[config.mk]
export PLATFORM = sky130hd
export DESIGN_NAME = mem_dbus_stage_flat
export DESIGN_NICKNAME = d
export VERILOG_FILES = /design/src/rtl/mem_dbus_stage_if.sv /design/src/rtl/mem_dbus_stage.sv /design/src/flat_wrapper.sv
export SDC_FILE = /design/constraint.sdc
export NUM_CORES = 1
export LEC_CHECK = 0
export ABC_AREA = 1
export CORE_AREA = 5 5 209 211
export CTS_CLUSTER_DIAMETER = 80
export CTS_CLUSTER_SIZE = 12
export DETAILED_ROUTE_END_ITERATION = 8
export DIE_AREA = 0 0 214 216
export GPL_TIMING_DRIVEN = 0
export PLACE_DENSITY = 0.56
export SETUP_SLACK_MARGIN = 0.3
export SLEW_MARGIN = 20
export SYNTH_ARGS = -nofsm -noshare
export SYNTH_HDL_FRONTEND = slang
export SYNTH_SLANG_ARGS = --single-unit
[constraint.sdc]
create_clock -name cpu_clk_50M -period 4 [get_ports cpu_clk_50M]
set_input_delay 1.2 -clock cpu_clk_50M [delete_from_list [all_inputs] [get_ports cpu_clk_50M]]
set_output_delay 1.2 -clock cpu_clk_50M [all_outputs]
set_load 0.03 [all_outputs]
[src/rtl/mem_dbus_stage_if.sv]
// Data-bus bundle between the MEM stage (master) and the data memory/bridge (slave).
// A transaction is held by the master from req rising until the slave returns ack.
interface mem_dbus_stage_if;
  logic        req;
  logic        we;
  logic [3:0]  be;
  logic [31:0] addr;
  logic [31:0] wdata;
  logic        ack;
  logic        err;
  logic [31:0] rdata;

  modport master (
    output req, we, be, addr, wdata,
    input  ack, err, rdata
  );

  modport slave (
    input  req, we, be, addr, wdata,
    output ack, err, rdata
  );
endinterface

[src/rtl/mem_dbus_stage.sv]
// MiniMIPS32 memory-access stage: drives the req/ack data bus, stalls until completion, aligns loads.
// Optional build macro MEM_ADDR_EXC_EN raises AdEL/AdES on misaligned halfword/word accesses.
module mem_dbus_stage (
  input  logic                 cpu_clk_50M,
  input  logic                 cpu_rst,
  input  logic                 flush,

  input  logic [7:0]           mem_aluop,
  input  logic [4:0]           mem_wa,
  input  logic                 mem_wreg,
  input  logic                 mem_mreg,
  input  logic                 mem_whilo,
  input  logic [63:0]          mem_hilo,
  input  logic [31:0]          mem_wd,
  input  logic [31:0]          mem_din,
  input  logic                 mem_cp0_we,
  input  logic [4:0]           mem_cp0_waddr,
  input  logic [31:0]          mem_cp0_wdata,
  input  logic [31:0]          mem_pc,
  input  logic                 mem_in_delay,
  input  logic [4:0]           mem_exccode,

  mem_dbus_stage_if.master     dbus,

  output logic                 stall_req,
  output logic [4:0]           wb_wa,
  output logic                 wb_wreg,
  output logic                 wb_whilo,
  output logic [63:0]          wb_hilo,
  output logic                 wb_cp0_we,
  output logic [4:0]           wb_cp0_waddr,
  output logic [31:0]          wb_cp0_wdata,
  output logic [31:0]          wb_wd,
  output logic [4:0]           wb_exccode,
  output logic [31:0]          wb_badvaddr,
  output logic [31:0]          wb_pc,
  output logic                 wb_in_delay
);

  localparam logic [7:0] MINIMIPS32_LB  = 8'h90;
  localparam logic [7:0] MINIMIPS32_LBU = 8'h91;
  localparam logic [7:0] MINIMIPS32_LH  = 8'h92;
  localparam logic [7:0] MINIMIPS32_LHU = 8'h93;
  localparam logic [7:0] MINIMIPS32_LW  = 8'h94;
  localparam logic [7:0] MINIMIPS32_SB  = 8'h98;
  localparam logic [7:0] MINIMIPS32_SH  = 8'h99;
  localparam logic [7:0] MINIMIPS32_SW  = 8'h9A;

  localparam logic [4:0] EXC_NONE = 5'h10;
  localparam logic [4:0] EXC_BUS  = 5'h07;

  typedef enum logic [1:0] {S_IDLE, S_WAIT, S_DONE} state_t;

  state_t      state;
  logic        killed;
  logic [31:0] rdata_q;
  logic        err_q;
  logic        we_q;
  logic [3:0]  be_q;
  logic [31:0] addr_q;
  logic [31:0] wdata_q;

  logic        is_ld, is_st, is_mem, is_half, is_word;
  logic [1:0]  a, eff_a;
  logic        in_exc, adr_exc, bus_err, kill_wb, go, req;
  logic [4:0]  adr_code;
  logic        live_we;
  logic [3:0]  live_be;
  logic [31:0] live_addr, live_wdata, ld_data;

  // mem_mreg is carried by the pipeline but this stage derives load-ness from the micro-op.
  logic unused_mreg;
  assign unused_mreg = mem_mreg;

  assign is_ld   = mem_aluop inside {MINIMIPS32_LB, MINIMIPS32_LBU, MINIMIPS32_LH,
                                     MINIMIPS32_LHU, MINIMIPS32_LW};
  assign is_st   = mem_aluop inside {MINIMIPS32_SB, MINIMIPS32_SH, MINIMIPS32_SW};
  assign is_mem  = is_ld | is_st;
  assign is_half = mem_aluop inside {MINIMIPS32_LH, MINIMIPS32_LHU, MINIMIPS32_SH};
  assign is_word = mem_aluop inside {MINIMIPS32_LW, MINIMIPS32_SW};
  assign a       = mem_wd[1:0];
  assign in_exc  = (mem_exccode != EXC_NONE);

`ifdef MEM_ADDR_EXC_EN
  localparam logic [4:0] EXC_ADEL = 5'h04;
  localparam logic [4:0] EXC_ADES = 5'h05;
  assign adr_exc  = (is_half && a[0]) || (is_word && (a != 2'b00));
  assign adr_code = is_ld ? EXC_ADEL : EXC_ADES;
`else
  assign adr_exc  = 1'b0;
  assign adr_code = EXC_NONE;
`endif

  // Misaligned low bits are dropped; with address exceptions enabled those ops never issue.
  always_comb begin
    // NOTE: every always_comb output gets a default first so no path can infer a latch.
    eff_a = a;
    if (is_word)      eff_a = 2'b00;
    else if (is_half) eff_a = {a[1], 1'b0};
  end

  assign go        = is_mem && !in_exc && !adr_exc && !flush && !cpu_rst;
  assign req       = ((state == S_IDLE) && go) || ((state == S_WAIT) && !cpu_rst);
  assign stall_req = is_mem && !in_exc && !adr_exc && (state != S_DONE) && !flush && !cpu_rst;

  assign live_we   = is_st;
  assign live_addr = {mem_wd[31:2], 2'b00};

  always_comb begin
    live_be    = 4'h0;
    live_wdata = 32'h0;
    case (mem_aluop)
      MINIMIPS32_LB, MINIMIPS32_LBU: live_be = 4'b0001 << eff_a;
      MINIMIPS32_LH, MINIMIPS32_LHU: live_be = 4'b0011 << eff_a;
      MINIMIPS32_LW:                 live_be = 4'hF;
      MINIMIPS32_SB: begin
        live_be    = 4'b0001 << eff_a;
        live_wdata = {4{mem_din[7:0]}};
      end
      MINIMIPS32_SH: begin
        live_be    = 4'b0011 << eff_a;
        live_wdata = {2{mem_din[15:0]}};
      end
      MINIMIPS32_SW: begin
        live_be    = 4'hF;
        live_wdata = mem_din;
      end
      default: ;
    endcase
  end

  // Live fields cover the issue cycle (zero-wait ack); the captured copy covers WAIT,
  // because a flush may clear the EXE/MEM register while the transaction is outstanding.
  always_comb begin
    dbus.req   = req;
    dbus.we    = 1'b0;
    dbus.be    = 4'h0;
    dbus.addr  = 32'h0;
    dbus.wdata = 32'h0;
    if (req) begin
      if (state == S_WAIT) begin
        dbus.we    = we_q;
        dbus.be    = be_q;
        dbus.addr  = addr_q;
        dbus.wdata = wdata_q;
      end else begin
        dbus.we    = live_we;
        dbus.be    = live_be;
        dbus.addr  = live_addr;
        dbus.wdata = live_wdata;
      end
    end
  end

  always_ff @(posedge cpu_clk_50M) begin
    // NOTE: sequential state uses non-blocking assignments so every register samples pre-edge values.
    if (cpu_rst) begin
      state   <= S_IDLE;
      killed  <= 1'b0;
      rdata_q <= 32'h0;
      err_q   <= 1'b0;
      we_q    <= 1'b0;
      be_q    <= 4'h0;
      addr_q  <= 32'h0;
      wdata_q <= 32'h0;
    end else begin
      if (req && dbus.ack) begin
        rdata_q <= dbus.rdata;
        err_q   <= dbus.err;
      end
      case (state)
        S_IDLE: begin
          if (go) begin
            we_q    <= live_we;
            be_q    <= live_be;
            addr_q  <= live_addr;
            wdata_q <= live_wdata;
            state   <= dbus.ack ? S_DONE : S_WAIT;
          end
        end
        S_WAIT: begin
          if (flush)    killed <= 1'b1;
          if (dbus.ack) state  <= S_DONE;
        end
        S_DONE: begin
          killed <= 1'b0;
          state  <= S_IDLE;
        end
        default: state <= S_IDLE;
      endcase
    end
  end

  always_comb begin
    ld_data = rdata_q;
    case (mem_aluop)
      MINIMIPS32_LB, MINIMIPS32_LBU: begin
        case (eff_a)
          2'd0:    ld_data = {24'h0, rdata_q[7:0]};
          2'd1:    ld_data = {24'h0, rdata_q[15:8]};
          2'd2:    ld_data = {24'h0, rdata_q[23:16]};
          default: ld_data = {24'h0, rdata_q[31:24]};
        endcase
        if (mem_aluop == MINIMIPS32_LB) ld_data[31:8] = {24{ld_data[7]}};
      end
      MINIMIPS32_LH, MINIMIPS32_LHU: begin
        ld_data = eff_a[1] ? {16'h0, rdata_q[31:16]} : {16'h0, rdata_q[15:0]};
        if (mem_aluop == MINIMIPS32_LH) ld_data[31:16] = {16{ld_data[15]}};
      end
      default: ;
    endcase
  end

  // Bus error and kill only apply in DONE, while the completing op is still presented on mem_*.
  assign bus_err = (state == S_DONE) && is_mem && err_q && !killed;
  assign kill_wb = (state == S_DONE) && killed;

  always_comb begin
    wb_exccode  = EXC_NONE;
    wb_badvaddr = 32'h0;
    if (in_exc) begin
      wb_exccode = mem_exccode;
    end else if (adr_exc) begin
      wb_exccode  = adr_code;
      wb_badvaddr = mem_wd;
    end else if (bus_err) begin
      wb_exccode  = EXC_BUS;
      wb_badvaddr = mem_wd;
    end
  end

  assign wb_wa        = mem_wa;
  assign wb_wreg      = mem_wreg   && (wb_exccode == EXC_NONE) && !kill_wb;
  assign wb_whilo     = mem_whilo  && (wb_exccode == EXC_NONE) && !kill_wb;
  assign wb_cp0_we    = mem_cp0_we && (wb_exccode == EXC_NONE) && !kill_wb;
  assign wb_hilo      = mem_hilo;
  assign wb_cp0_waddr = mem_cp0_waddr;
  assign wb_cp0_wdata = mem_cp0_wdata;
  assign wb_wd        = is_ld ? ld_data : mem_wd;
  assign wb_pc        = mem_pc;
  assign wb_in_delay  = mem_in_delay;

endmodule

[src/flat_wrapper.sv]
// flat-port wrapper written by rule: the top's interface ports become plain ports
module mem_dbus_stage_flat 
  (cpu_clk_50M, cpu_rst, flush, mem_aluop, mem_wa, mem_wreg, mem_mreg, mem_whilo, mem_hilo, mem_wd, mem_din, mem_cp0_we, mem_cp0_waddr, mem_cp0_wdata, mem_pc, mem_in_delay, mem_exccode, stall_req, wb_wa, wb_wreg, wb_whilo, wb_hilo, wb_cp0_we, wb_cp0_waddr, wb_cp0_wdata, wb_wd, wb_exccode, wb_badvaddr, wb_pc, wb_in_delay, dbus_req, dbus_we, dbus_be, dbus_addr, dbus_wdata, dbus_ack, dbus_err, dbus_rdata);
  mem_dbus_stage_if dbus_i ();
  input  logic cpu_clk_50M;
  input  logic cpu_rst;
  input  logic flush;
  input  logic [7:0] mem_aluop;
  input  logic [4:0] mem_wa;
  input  logic mem_wreg;
  input  logic mem_mreg;
  input  logic mem_whilo;
  input  logic [63:0] mem_hilo;
  input  logic [31:0] mem_wd;
  input  logic [31:0] mem_din;
  input  logic mem_cp0_we;
  input  logic [4:0] mem_cp0_waddr;
  input  logic [31:0] mem_cp0_wdata;
  input  logic [31:0] mem_pc;
  input  logic mem_in_delay;
  input  logic [4:0] mem_exccode;
  output logic stall_req;
  output logic [4:0] wb_wa;
  output logic wb_wreg;
  output logic wb_whilo;
  output logic [63:0] wb_hilo;
  output logic wb_cp0_we;
  output logic [4:0] wb_cp0_waddr;
  output logic [31:0] wb_cp0_wdata;
  output logic [31:0] wb_wd;
  output logic [4:0] wb_exccode;
  output logic [31:0] wb_badvaddr;
  output logic [31:0] wb_pc;
  output logic wb_in_delay;
  output wire logic [$bits(dbus_i.req)-1:0] dbus_req;
  output wire logic [$bits(dbus_i.we)-1:0] dbus_we;
  output wire logic [$bits(dbus_i.be)-1:0] dbus_be;
  output wire logic [$bits(dbus_i.addr)-1:0] dbus_addr;
  output wire logic [$bits(dbus_i.wdata)-1:0] dbus_wdata;
  input wire logic [$bits(dbus_i.ack)-1:0] dbus_ack;
  input wire logic [$bits(dbus_i.err)-1:0] dbus_err;
  input wire logic [$bits(dbus_i.rdata)-1:0] dbus_rdata;
  assign dbus_req = dbus_i.req;
  assign dbus_we = dbus_i.we;
  assign dbus_be = dbus_i.be;
  assign dbus_addr = dbus_i.addr;
  assign dbus_wdata = dbus_i.wdata;
  assign dbus_i.ack = dbus_ack;
  assign dbus_i.err = dbus_err;
  assign dbus_i.rdata = dbus_rdata;
  mem_dbus_stage u_core (.cpu_clk_50M(cpu_clk_50M), .cpu_rst(cpu_rst), .flush(flush), .mem_aluop(mem_aluop), .mem_wa(mem_wa), .mem_wreg(mem_wreg), .mem_mreg(mem_mreg), .mem_whilo(mem_whilo), .mem_hilo(mem_hilo), .mem_wd(mem_wd), .mem_din(mem_din), .mem_cp0_we(mem_cp0_we), .mem_cp0_waddr(mem_cp0_waddr), .mem_cp0_wdata(mem_cp0_wdata), .mem_pc(mem_pc), .mem_in_delay(mem_in_delay), .mem_exccode(mem_exccode), .dbus(dbus_i), .stall_req(stall_req), .wb_wa(wb_wa), .wb_wreg(wb_wreg), .wb_whilo(wb_whilo), .wb_hilo(wb_hilo), .wb_cp0_we(wb_cp0_we), .wb_cp0_waddr(wb_cp0_waddr), .wb_cp0_wdata(wb_cp0_wdata), .wb_wd(wb_wd), .wb_exccode(wb_exccode), .wb_badvaddr(wb_badvaddr), .wb_pc(wb_pc), .wb_in_delay(wb_in_delay));
endmodule
==> results of run 1 <==
-- worst register-to-register path: stages (launching register included) --
cell and delay [ps]:
dfxtp_1 370, nor2_1 230, nand3_4 120, buf_4 160, buf_4 120, buf_4 140
inv_2 100, buf_2 280, buf_2 310, nand2_1 80, o21ai_0 80, nor2_1 60
-- power groups by stage --
stage | registers, mW | clock network (mW) | logic, mW
2_1_floorplan | 1.05 | 0 | 0.446
3_3_place_gp | 1.05 | 0 | 0.818
3_5_place_dp | 1.05 | 0 | 0.819
4_1_cts | 1.02 | 0.969 | 0.849
5_1_grt | 1.03 | 1.01 | 0.913
6_report | 1.02 | 0.942 | 0.870
-- final cells by class --
cell class | count | area, µm²
clock inverter | 6 | 62.6
multi-input combinational | 832 | 5600
sequential | 103 | 2060
antenna | 1 | 2.50
timing repair buffer | 465 | 4890
tap | 539 | 674
fill | 4288 | 25800
clock buffer | 10 | 229
buffer | 216 | 1660
inverter | 148 | 597
-- worst max path at each step --
stage	end	cells after the start
3_5_place_dp	wb_badvaddr[9]	11
6_report	dbus_addr[19]	11
5_1_grt	dbus_addr[19]	15
3_3_place_gp	wb_badvaddr[10]	11
4_1_cts	dbus_wdata[17]	16
2_1_floorplan	dbus_addr[13]	14
-- registers in the layout, indices dropped and copies added (netlist names) --
name / cells
u_core.be_q: 4
u_core.rdata_q: 32
u_core.we_q: 1
u_core.err_q: 1
u_core.state: 2
u_core.addr_q: 30
u_core.wdata_q: 32
u_core.killed: 1
-- cell families (layout without fill, tap and decap cells) --
logic type	after synthesis	after routing	synth area share
other	1	3	0.000474
buffers and inverters	364	845	0.252
DFF	103	103	0.261
AOI/OAI and AO/OA	224	224	0.172
and+or+nand+nor	606	606	0.314
-- cells in the final DEF, fill, tap and decap left out, types with 4 or more instances in the layout --
master / Yosys / layout
a211oi_1: 79 / 15
a211oi_4: 0 / 62
a21oi_1: 27 / 24
buf_12: 1 / 16
buf_2: 16 / 15
buf_4: 143 / 190
buf_6: 7 / 151
buf_8: 0 / 9
clkbuf_1: 47 / 29
clkbuf_16: 0 / 15
clkbuf_2: 1 / 11
clkdlybuf4s50_1: 0 / 239
dfxtp_1: 103 / 103
dlygate4sd2_1: 0 / 6
inv_1: 139 / 115
inv_2: 7 / 24
inv_6: 0 / 4
nand2_1: 241 / 214
nand2_2: 6 / 20
nand2_4: 3 / 9
nand2_8: 0 / 7
nand3_1: 40 / 20
nand3_2: 2 / 12
nand3_4: 0 / 10
nand4_1: 16 / 16
nor2_1: 271 / 224
nor2_2: 13 / 14
nor2_4: 1 / 47
o211ai_1: 7 / 7
o21a_1: 4 / 4
o21ai_0: 95 / 76
o21ai_1: 1 / 12
o21ai_2: 1 / 6
o22ai_4: 0 / 7
-- stage by stage --
stage | area [µm²] | TNS, ps | instances | total power, mW
final | 15800 | -19970 | 2320 | 2.84
after detailed placement | 13900 | -218920 | 2234 | 1.87
after global placement | 13900 | -217490 | 2234 | 1.87
after CTS | 15200 | -17780 | 2296 | 2.84
after floorplan | 9270 | 0 | 1299 | 1.50
after global routing | 15800 | -31580 | 2319 | 2.95
-- Yosys cell counts (all sizes together) --
library cell,n,area share
nor3b,3,0.0028
nor4,1,0.00079
dfxtp,103,0.26
buf,168,0.16
conb,1,0.00047
and3,1,0.00079
nand2,250,0.12
inv,146,0.069
clkinv,2,0.00095
a21oi,27,0.017
clkbuf,48,0.023
o211ai,7,0.0066
o21ai,97,0.062
a31oi,2,0.0016
or2,1,0.00079
nand4,16,0.013
nand3,42,0.028
o31ai,1,0.00095
nor3,6,0.0038
a211oi,79,0.075
o21a,4,0.0038
nand3b,1,0.00095
o22ai,7,0.0055
nor2,285,0.14
-- layer usage --
layer | GRT usage | part of all wire
met1 | 0.232 | 0.41
met2 | 0.342 | 0.51
met3 | 0.0418 | 0.062
met4 | 0.0288 | 0.010
met5 | 0 | 0.00028
-- repair_timing --
action,in CTS,in global routing
setup endpoints to repair,150,140
buffers inserted,42,21
pin swaps,28,23
gates cloned,4,2
gates resized for setup,1052,176
==> metrics.md, run 1 <==
| Metric | Value |
|---|---|
| Dpl hpwl | `36.9 mm` |
| Final worst-path setup slack | `-248 ps` |
| Initial antenna violation count | `1` |
| Vias in the first global route | `10400` |
| WS Path Type | `in -> out` |
| Max cap viols | `0` |
| Initial Util | `0.190` |
| Maximum VDD drop | `242 µV` |
| Post-Syn Area | `7910 µm²` |
| Via count | `10100` |
| Die Wd | `214 µm` |
| Fin crit share | `1.06` |
| Worst setup SP type | `primary input` |
| DRC errors left | `0` |
| H-tree depth | `3` |
| Clock group share of total power | `0.332` |
| Mapped Cells | `1298` |
| Core ar. | `41600 µm²` |
| Sinks on Clock Net | `103` |
| Skew-Pair Late Insertion Delay | `360 ps` |
| Syn Area/Cell | `6.09 µm²` |
| Hold Crit Start | `u_core.rdata_q[0]$_SDFFE_PP0P_` |
| CP max FO | `10` |
| Final Critical Period | `4250 ps` |
| Final setup vio count | `134` |
| Post-CTS Hold Buffers | `0` |
| Area Overhead vs Synth | `99.5%` |
| Min-delay worst type | `reg -> reg` |
| Hold depth | `2` |
| CP delay by family, top | `buffers and inverters` |
| NetSw | `0.956 mW` |
| Cell Chain, Critical Path | `dlygate4sd2_1 -> inv_2 -> nand3_4 -> nor4_4 -> nand3_4 -> nand2_4 -> nand2_8 -> buf_12 -> buf_12 -> a211oi_4 -> buf_6` |
| Combinational Power Share | `0.307` |
| Power density cells | `180 nW/µm²` |
| Routability cong. | `0.851` |
| Clk slew on worst S/H paths | `80 ps` |
| RR Startpoint | `u_core.state[1]$_SDFFE_PP0P_` |
| Die Y | `216 µm` |
| Count of input and output buffers | `396` |
| Drt first pass iters | `5` |
| Hold Crit Endpoint | `u_core.rdata_q[0]$_SDFFE_PP0P_` |
| WL/cell | `19.9 µm` |
| Largest net degree at the start of global routing | `20` |
| Share of post-route cells with drive strength above 1 | `0.371` |
| Unrepaired setup endpoints after global routing | `yes` |
| R2R Setup Slk | `1830 ps` |
| RR Endpoint | `u_core.wdata_q[7]$_SDFFE_PP0P_` |
| Crit path buffers/inverters | `5` |
| Crit. Startpoint | `mem_exccode[1]` |
| Switch share | `0.337` |
| Peak Freq | `235 MHz` |
| Longest Clk Path Bufs | `2` |
| CTS tree | `built` |
| Number of CTS-inserted buffers | `9` |
| Cells on worst reg2reg path | `11` |
| Final hold vios | `0` |
| Yosys warns | `0` |
| First-pass GRT wire length | `67.2 mm` |
| Largest stage delay on the critical path | `360 ps` |
| Slew @ Worst Pin | `956 ps` |
| Synth cell types | `37` |
| Status | `complete, but fails checks` |
| Slew margin rel. | `0.363` |
| P_leak | `6.70 nW` |
| GR Overflow Total | `0` |
| Seq/Total Area, Yosys | `0.261` |
| WL final | `46.1 mm` |
| Via/cell ratio | `4.35` |
| DP Worst Slack | `-2120 ps` |
| GRT Total Usage | `0.188` |
| Fin util | `0.379` |
| Flop pwr share | `0.361` |
| Num rows | `75` |
| Die area | `46200 µm²` |
| Max-slew violations | `0` |
| DRT antenna net count | `0` |
| Post-synthesis register bit count | `103` |
| CP max-delay cell | `nor4_4` |
| Worst Path Required | `2800 ps` |
| Hold_ws | `503 ps` |
| Failing checks | `negative setup slack` |
| Starting DRT DRC Count | `533` |
| Ports | `539` |
| Type of destination of the critical path | `output pin` |
| Root Driver | `clkbuf_16` |
| Arrival time worst endpoint | `3050 ps` |
| Setup Skew | `18.8 ps` |
| Int Power | `1.88 mW` |
| NumNets Final | `2032` |
No activity file was read; power rests on OpenSTA's default activity.
==> run 2, diff against run 1 <==
- SKIP_CTS_REPAIR_TIMING: unset -> 1
==> run 2 against run 1 <==
  * Fmax decreased by 1.2%
  * Clock-buffer cell count stayed put
  * The run still ends with negative setup slack left
  * Largest power group unchanged
  * Largest cell class unchanged
  * Combinational power decreased by 1%
==> metrics.md, run 2 (synthesis gave the netlist of run 1 again) <==
| Metric | Value |
|---|---|
| Peak Freq | `233 MHz` |
| CTS tree | `built` |
| Num rows | `75` |
| Commonest non-fill, non-tap cells in the layout | `clkdlybuf4s50_1 (239), nor2_1 (226), nand2_1 (214)` |
| Number of CTS-inserted buffers | `9` |
| Arrival time worst endpoint | `3100 ps` |
| Power density cells | `181 nW/µm²` |
| Sinks on Clock Net | `103` |
| Die Wd | `214 µm` |
| Ports | `539` |
| Grt met1 use | `0.226` |
| DRT antenna net count | `0` |
| Area Overhead vs Synth | `97.2%` |
| Fin crit share | `1.07` |
| Slew margin rel. | `0.372` |
| Top flop regs | `u_core.rdata_q (32), u_core.wdata_q (32), u_core.addr_q (30)` |
| CP max FO | `7` |
| P_leak | `6.69 nW` |
| Clk slew on worst S/H paths | `80 ps` |
| WS Path Type | `in -> out` |
| Commonest non-fill, non-tap cell in the layout | `clkdlybuf4s50_1` |
| WL/cell | `19.9 µm` |
| Drt first pass iters | `5` |
| Met2 usage | `0.328` |
| Maximum VDD drop | `154 µV` |
| First-pass GRT wire length | `64.8 mm` |
| Routability cong. | `0.851` |
| Slew @ Worst Pin | `942 ps` |
| Dpl hpwl | `36.9 mm` |
| Max-slew violations | `0` |
| Longest Clk Path Bufs | `2` |
| Worst setup SP type | `primary input` |
| Status | `complete, but fails checks` |
| Fin util | `0.375` |
| Starting DRT DRC Count | `543` |
| Min-delay worst type | `reg -> reg` |
| Root Driver | `clkbuf_16` |
| GR Overflow Total | `0` |
| Via/cell ratio | `4.33` |
| Final hold vios | `0` |
| Final Critical Period | `4300 ps` |
| Largest net degree at the start of global routing | `20` |
| Failing checks | `negative setup slack` |
| Final setup vio count | `123` |
| Type of destination of the critical path | `output pin` |
| Initial antenna violation count | `1` |
| Max cap viols | `0` |
| PnR Total Power | `2.82 mW` |
| Count of input and output buffers | `396` |
| H-tree depth | `3` |
| DRC errors left | `0` |
| Die Y | `216 µm` |
| Initial Util | `0.190` |
| Final worst-path setup slack | `-299 ps` |
| Unrepaired setup endpoints after global routing | `yes` |
| Skew-Pair Late Insertion Delay | `360 ps` |
| Worst Path Required | `2800 ps` |
| Die area | `46200 µm²` |
| GR peak layer | `met2` |
| Setup Skew | `15.4 ps` |
| Share of post-route cells with drive strength above 1 | `0.362` |
| Routing usage on met3 | `0.0423` |
| Core ar. | `41600 µm²` |
| Via count | `9998` |
| GRT Total Usage | `0.182` |
| WL final | `46.0 mm` |
| Vias in the first global route | `9941` |
| NumNets Final | `2019` |
## run 2: cell types whose count changed in the layout (fill, tap and decap cells not counted), moves of 7 or more
cell,before,now
buf_6,151,133
buf_4,190,180
clkbuf_4,3,12
dlymetal6s2s_1,0,9
nand3_2,12,5
## run 2: final timing paths
check                                      start                        endpoint  slack [ps]  depth (start not counted)
setup / recovery                    mem_aluop[5]                   dbus_addr[19]        -300                         16
hold / removal    u_core.rdata_q[0]$_SDFFE_PP0P_  u_core.rdata_q[0]$_SDFFE_PP0P_         500                          2
setup reg to reg    u_core.state[0]$_SDFFE_PP0P_      u_core.killed$_SDFFE_PP0P_        1920                          6
hold reg to reg   u_core.rdata_q[0]$_SDFFE_PP0P_  u_core.rdata_q[0]$_SDFFE_PP0P_         500                          2
## run 2: worst max-delay path: stages
cell	delay, ps
buf_8	110
inv_12	40
nand2_4	40
nor2_4	120
buf_12	170
nand2_8	80
nand2_8	80
nor2_4	40
nand2_4	90
nand3_4	100
nand2_4	110
nand2_8	80
buf_12	190
buf_16	160
a211oi_4	270
buf_6	180
## run 2: metal layers
metal / vias to the layer above / share of wire / wire, µm
met1: 4701 / 0.41 / 18900
met5: - / 0.00028 / 13
met3: 33 / 0.065 / 2970
met4: 2 / 0.011 / 489
met2: 390 / 0.51 / 23600
li1: 4872 / - / -
## run 2: area by class of cell
class	count	area (µm²)
diodes	1	2.50
multi-input cells	832	5600
repair buffers	452	4690
well taps	539	674
clock buffers	10	229
fillers	4297	26000
flip-flops and latches	103	2060
plain buffers	216	1670
clock inverters	6	62.6
inverters	148	598
## run 2: stage by stage
| stage | std cells | hold WS [ps] | TNS, ps | instance area [µm²] | setup WS, ps |
|---|---|---|---|---|---|
| 2_1_floorplan | 1299 | 454 | 0 | 9270 | 17.0 |
| 3_3_place_gp | 2234 | 468 | -217490 | 13900 | -2120 |
| 3_5_place_dp | 2234 | 485 | -218920 | 13900 | -2120 |
| 4_1_cts | 2250 | 500 | -218480 | 14200 | -2120 |
| 5_1_grt | 2306 | 536 | -31420 | 15600 | -404 |
| 6_report | 2307 | 502 | -20180 | 15600 | -299 |
## run 2: where the power goes
part | internal, mW | total (mW) | switching [mW]
combinational | 0.405 | 0.859 | 0.454
clock | 0.443 | 0.934 | 0.491
sequential | 1.02 | 1.02 | 0.000183
==> run 3, diff against run 2 <==
- SLEW_MARGIN: 20 -> 5
- clock period: 4 -> 4.2 ns (I/O delays scaled with it)
==> run 3 against run 2 <==
  * The flow still finishes with violations (negative setup slack)
  * Clock power down 2.2%
  * Sequential cell count stayed put
  * Die area did not move
  * Utilization shrank 1.0 points
  * Largest cell class unchanged
  * Highest routed layer unchanged
==> metrics.md, run 3 (synthesis gave the netlist of run 1 again) <==
| Metric | Value |
|---|---|
| Peak Freq | `227 MHz` |
| Uppermost routed layer | `met5` |
| Sinks on Clock Net | `103` |
| WS Path Type | `in -> out` |
| Core ar. | `41600 µm²` |
| Via/cell ratio | `4.37` |
| Slew @ Worst Pin | `1180 ps` |
| M1 WL | `19.6 mm` |
| Hold_ws | `510 ps` |
| Initial antenna violation count | `4` |
| H-tree depth | `3` |
| Final hold vios | `0` |
| Number of CTS-inserted buffers | `9` |
| Combinational Power Share | `0.298` |
| Largest net degree at the start of global routing | `19` |
| Routability cong. | `0.898` |
| Die area | `46200 µm²` |
| Arrival time worst endpoint | `3150 ps` |
| Min-delay worst type | `reg -> reg` |
| Top flop regs | `u_core.rdata_q (32), u_core.wdata_q (32), u_core.addr_q (30)` |
| Unrepaired setup endpoints after global routing | `yes` |
| Root Driver | `clkbuf_16` |
| Worst setup SP type | `primary input` |
| Design area | `15200 µm²` |
| Max cap viols | `0` |
| Max-slew violations | `0` |
| DRC errors left | `0` |
| Slew margin rel. | `0.211` |
| Post-Place Cells | `2235` |
| Int Power | `1.82 mW` |
| Largest stage delay on the critical path | `270 ps` |
| Commonest non-fill, non-tap cell in the layout | `clkdlybuf4s50_1` |
| Starting DRT DRC Count | `615` |
| Share of post-route cells with drive strength above 1 | `0.339` |
| CP delay by family, top | `buffers and inverters` |
| P_leak | `6.61 nW` |
| Ports | `539` |
| Count of input and output buffers | `396` |
| CP max FO | `8` |
| Failing checks | `negative setup slack` |
| Num rows | `75` |
| NumNets Final | `2013` |
| Crit path buffers/inverters | `6` |
| Commonest non-fill, non-tap cells in the layout | `clkdlybuf4s50_1 (240), nand2_1 (227), nor2_1 (226)` |
| Skew-Pair Late Insertion Delay | `370 ps` |
| CP max-delay cell | `a211oi_4` |
| Cell Chain, Critical Path | `dlymetal6s2s_1 -> inv_2 -> nand2_4 -> nor2_4 -> o21ai_4 -> buf_12 -> nand2_8 -> nand3_4 -> nand2_4 -> nand2_8 -> buf_12 -> buf_16 -> a211oi_4 -> buf_6` |
| Fin crit share | `1.05` |
| Clk slew on worst S/H paths | `80 ps` |
| Dpl hpwl | `37.7 mm` |
| Status | `complete, but fails checks` |
| Die Wd | `214 µm` |
| DRT antenna net count | `0` |
| Placed Area | `13800 µm²` |
| NetSw | `0.870 mW` |
| PnR Total Power | `2.69 mW` |
| WL met2 | `22.8 mm` |
| GRT Total Usage | `0.185` |
| CTS tree | `built` |
| Via count | `10100` |
| Final cell count without fillers | `2302` |
| Final setup vio count | `109` |
| Area Overhead vs Synth | `91.7%` |
| Drt first pass iters | `5` |
| Initial Util | `0.190` |
| Worst Path Required | `2940 ps` |
| Setup Skew | `13.8 ps` |
| Metal3 WL | `3.13 mm` |
| WL/cell | `20.2 µm` |
| Final Critical Period | `4410 ps` |
| Longest Clk Path Bufs | `2` |
| WL final | `46.5 mm` |
| Power density cells | `177 nW/µm²` |
| GR Overflow Total | `0` |
| Die Y | `216 µm` |
| Final worst-path setup slack | `-206 ps` |
| Maximum VDD drop | `174 µV` |
| Vias in the first global route | `9737` |
| Flop pwr share | `0.363` |
| Clock group share of total power | `0.339` |
| First-pass GRT wire length | `65.1 mm` |
| Type of destination of the critical path | `output pin` |
| Switch share | `0.324` |
## run 3: changes by cell type in the layout (fill, tap and decap cells not counted), moves of 9 or more
| cell | change |
|---|---|
| buf_2 | +10 |
| buf_6 | -21 |
| nand2_1 | +13 |
| nand2_4 | -9 |
| nand3_1 | +11 |
| nand3_4 | -10 |
## run 3: area by class of cell
cell class              instances  area (µm²)
inverters                     148         599
fillers                      4293       26400
diodes                          2        5.00
flip-flops and latches        103        2060
plain buffers                 216        1670
clock inverters                 6        77.6
clock buffers                  10         229
well taps                     539         674
multi-input cells             832        5310
repair buffers                446        4540
## run 3: per-layer routing
metal,vias to the layer above,GRT usage
met5,-,0
met4,4,0.0442
met3,41,0.0549
met2,398,0.317
met1,4740,0.230
li1,4868,-
## run 3: worst min-delay path: stages, from the launching register on
cell      delay (ps)
dfxtp_1          310
inv_1             80
a211oi_1          80
## run 3: final timing paths
kind | startpoint | end | slack (ps) | depth (start not counted)
min reg2reg | u_core.wdata_q[31]$_SDFFE_PP0P_ | u_core.wdata_q[31]$_SDFFE_PP0P_ | 510 | 2
min | u_core.wdata_q[31]$_SDFFE_PP0P_ | u_core.wdata_q[31]$_SDFFE_PP0P_ | 510 | 2
max reg2reg | u_core.state[0]$_SDFFE_PP0P_ | u_core.killed$_SDFFE_PP0P_ | 1650 | 6
max | mem_aluop[0] | dbus_wdata[17] | -210 | 14
## run 3: through the flow
step | TNS [ps] | setup WS (ps) | util
5_1_grt | -20310 | -280 | 0.365
3_3_place_gp | -205790 | -1860 | 0.331
3_5_place_dp | -213110 | -1910 | 0.331
4_1_cts | -212660 | -1910 | 0.338
2_1_floorplan | 0 | 84.3 | -
6_report | -9900 | -206 | 0.365
## run 3: power groups by stage
stage | combinational (mW) | sequential (mW) | clock (mW)
2_1_floorplan | 0.420 | 0.999 | 0
3_3_place_gp | 0.784 | 0.999 | 0
3_5_place_dp | 0.783 | 0.999 | 0
4_1_cts | 0.787 | 0.976 | 0.946
5_1_grt | 0.840 | 0.976 | 0.974
6_report | 0.801 | 0.976 | 0.913
